**src/rtl/test_monitor_sat_counter.sv**
```systemverilog
// Saturating up-counter with synchronous clear (clear wins over increment).
module sat_counter #(
  parameter int W = 8
) (
  input  logic         clk,
  input  logic         rst,
  input  logic         clr,
  input  logic         inc,
  output logic [W-1:0] value
);

  logic [W-1:0] value_d, value_q;

  always_comb begin
    value_d = value_q;
    if (clr) begin
      value_d = '0;
    end else if (inc && (value_q != {W{1'b1}})) begin
      value_d = value_q + W'(1);
    end
  end

  always_ff @(posedge clk or posedge rst) begin
    if (rst) begin
      value_q <= '0;
    end else begin
      value_q <= value_d;
    end
  end

  assign value = value_q;

endmodule

```
**config.mk**
```make
export PLATFORM = sky130hd
export DESIGN_NAME = sat_counter
export DESIGN_NICKNAME = d
export VERILOG_FILES = /design/src/rtl/test_monitor_sat_counter.sv
export SDC_FILE = /design/constraint.sdc
export NUM_CORES = 1
export LEC_CHECK = 0
export ABC_AREA = 1
export BUFFER_PORTS_ARGS = -buffer_cell sky130_fd_sc_hd__buf_2
export CORE_AREA = 2 2 39 41
export CTS_BUF_LIST = sky130_fd_sc_hd__clkbuf_8
export DETAILED_ROUTE_END_ITERATION = 12
export DIE_AREA = 0 0 41 43
export GPL_TIMING_DRIVEN = 0
export HOLD_SLACK_MARGIN = 0.08
export PLACE_DENSITY = 0.63
export SLEW_MARGIN = 30
export SYNTH_ARGS = -nofsm -noshare
export SYNTH_HDL_FRONTEND = slang
export SYNTH_SLANG_ARGS = --single-unit
export TNS_END_PERCENT = 30
```
**constraint.sdc**
```tcl
create_clock -name clk -period 2.1 [get_ports clk]
set_input_delay 0.105 -clock clk [delete_from_list [all_inputs] [get_ports clk]]
set_output_delay 0.105 -clock clk [all_outputs]
set_load 0.02 [all_outputs]
```
==> insert_results.sql <==
INSERT INTO impl_metrics (metric_group, metric, value, unit) VALUES
('worst_setup_path', 'worst_ep_required_time', '2270', 'ps'),
('clock_network', 'cts_tree', 'yes', ''),
('global_routing', 'grt.met2_usage', '20.00', '%'),
('synth', 'yosysUniqueCellTypes', '16', ''),
('worst_setup_path', 'critical_path_arrival', '1640', 'ps'),
('global_routing', 'met1_grt_util', '17.11', '%'),
('status', 'status', 'completed', ''),
('global_routing', 'globalRouteMet3Util', '4.712', '%'),
('final_layout', 'final_area', '633.1', 'um^2'),
('synth', 'ys_ff_latch', '8', ''),
('sta', 'rsz0062_at_grt', 'false', ''),
('global_routing', 'grt_max_degree', '9', ''),
('clock_network', 'cts_max_path_buffers', '2', ''),
('global_routing', 'global_route_wire_length_before_repair', '1.628', 'mm'),
('synth', 'syn-num-nets', '74', ''),
('pwr', 'share_clk_of_total_power', '47.3', '%'),
('final_layout', 'mostFrequentLayoutCells', 'nand2_1 (25), buf_2 (11), inv_1 (10)', ''),
('sta', 'min_period', '1467', 'ps'),
('die', 'number_of_standard_cell_rows_in_the_floorplan', '14', ''),
('clock_network', 'cts.htree.levels', '1', ''),
('global_routing', 'gr-max-usage-layer', 'met2', ''),
('die', 'die_w', '41', 'um'),
('sta', 'layout_setup_ws', '633.5', 'ps'),
('run', 'maxCapViolCount', '0', ''),
('routing', 'via_per_inst', '4.630', ''),
('die', 'design.die.area', '1763', 'um^2'),
('routing', 'drt_drc_violations_left', '0', ''),
('final_layout', 'areaGrowthSynthToFinish', '24.94', '%'),
('sta', 'totalNegativeSetupSlack', '0', 'ps'),
('routing', 'drt-wirelength-per-cell', '10.24', 'um'),
('routing', 'starting_drt_drc_count', '6', ''),
('pwr', 'cellLeakagePower', '0.3703', 'nW'),
('routing', 'routed_wl', '1.024', 'mm'),
('global_routing', 'sum_of_overflow_across_all_layers_after_global_routing', '0', ''),
('die', 'height_of_the_chip', '43', 'um'),
('final_layout', 'antennaDiodeCount', '0', ''),
('sta', 'maxSlewHeadroom', '76.54', '%'),
('clock_network', 'clk_transition_reported_paths', '40', 'ps'),
('sta', 'timing_worst_slew_pin_value', '350.6', 'ps'),
('worst_hold_path', 'hold_path_class', 'in -> reg', ''),
('clock_network', 'post_cts_buffers', '0', ''),
('clock_network', 'cts_bufs_inserted', '3', ''),
('clock_network', 'cts_hold_buffers', '1', ''),
('sta', 'max_freq', '681.9', 'MHz'),
('global_routing', 'globalRouteTotalUtil', '14.46', '%'),
('sta', 'report.final.setup_viol', '0', ''),
('clock_network', 'post_cts.resized_instances', '0', ''),
('clock_network', 'clockRootBuffer', 'clkbuf_8', ''),
('global_routing', 'antenna_found_initial', '0', ''),
('pwr', 'switching_share', '23.89', '%'),
('clock_network', 'clock-sinks', '8', ''),
('synth', 'syn_inst', '69', ''),
('worst_setup_path', 'path_class', 'reg -> reg', ''),
('worst_setup_path', 'worstPathCellList', 'ha_1 -> nand2_2 -> nor2_4 -> nand2_2 -> nand2_4 -> nor2_1 -> nand2_1 -> nand2_1', ''),
('placement', 'placement.io_buffers', '11', ''),
('placement', 'place.detailed.hpwl', '776', 'um'),
('final_layout', 'post_layout_nonfiller_instances', '100', ''),
('synth', 'postSynthAreaPerCell', '7.344', 'um^2'),
('pwr', 'internal_portion_of_total_power', '0.2984', 'mW'),
('pwr', 'power_per_cell_area', '619.4', 'nW/um^2'),
('pwr', 'logic_gate_share_of_total_power', '10.5', '%'),
('global_routing', 'via_count_of_the_first_global_routing_pass', '395', ''),
('sta', 'slew_violations', '0', ''),
('die', 'core-area', '1384', 'um^2'),
('placement', 'post-place-ws', '633.7', 'ps'),
('final_layout', 'layout.cells.most_common', 'nand2_1', ''),
('worst_setup_path', 'critPathMaxStageDelay', '420', 'ps'),
('synth', 'synth-warning-count', '0', ''),
('sta', 'timing.final.crit_share', '69.83', '%'),
('sta', 'timing.final.hold_violations', '0', ''),
('routing', 'dr_total_vias', '463', '');
## cells by family after synthesis
logic type | share of synthesized area [%]
xor gates and xnor gates | 6.915
DFF | 39.51
buffers and inverters | 9.137
adders and majority gates | 2.469
AOI/OAI and AO/OA | 2.962
and+or+nand+nor | 39.01
## path summary, 6_finish.rpt
check | startpoint | endpoint | slack [ps] | cells after the start
max | value[0] | value[3] | 630 | 8
min | clr | value[7] | 160 | 4
max reg2reg | value[0] | value[3] | 630 | 8
min reg2reg | value[1] | value[1] | 520 | 2
max in group asynchronous | rst | value[4] | 1480 | 3
min in group asynchronous | rst | value[5] | 380 | 3
## power by group through the flow
stage	clock (mW)	combinational [mW]	sequential (mW)
after floorplan	0	0.0209	0.172
after global placement	0	0.0400	0.167
after detailed placement	0	0.0403	0.167
after CTS	0.192	0.0419	0.165
after global routing	0.202	0.0463	0.166
final	0.186	0.0412	0.165
## final cells by class
type                            count  area (um^2)
Fill cell                         147        750.7
Multi-Input combinational cell     50        260.3
Sequential cell                     8        200.2
Timing Repair Buffer               12        65.06
Inverter                           11        46.29
Clock buffer                        3        41.29
Tap cell                           16        20.02
## routing by layer
| layer | up-vias | wire length (um) | share of wire (%) |
|---|---|---|---|
| met1 | 210 | 452 | 44 |
| met5 | - | 0 | 0 |
| met4 | 0 | 37 | 3.6 |
| met2 | 7 | 500 | 49 |
| li1 | 241 | - | - |
| met3 | 5 | 34 | 3.3 |
## cell usage after synthesis
library cell / n / area (um^2)
nand2_1: 25 / 93.84
inv_1: 10 / 37.54
dfrtp_1: 8 / 200.2
nand3_1: 5 / 25.02
nor2_1: 5 / 18.77
xor2_1: 3 / 26.28
a21oi_1: 2 / 10.01
nand2_2: 2 / 12.51
nand2_4: 2 / 22.52
clkinv_4: 1 / 8.760
ha_1: 1 / 12.51
nor2_2: 1 / 6.260
nor2_4: 1 / 11.26
nor3b_1: 1 / 7.510
o21ai_1: 1 / 5.000
xnor2_1: 1 / 8.760
## worst max-delay path, delay by kind of cell, from the launching register on
family                     cells  cell delay, ps
DFF                            1             420
and+or+nand+nor                7             730
adders and majority gates      1             250
## through the flow
stage          power (mW)  hold slack [ps]
2_1_floorplan      0.1933           -79.34
3_3_place_gp       0.2070            72.27
3_5_place_dp       0.2074            77.08
4_1_cts            0.3989            157.0
5_1_grt            0.4142            187.0
6_report           0.3921            163.9
No activity file was read; power rests on OpenSTA's default activity.
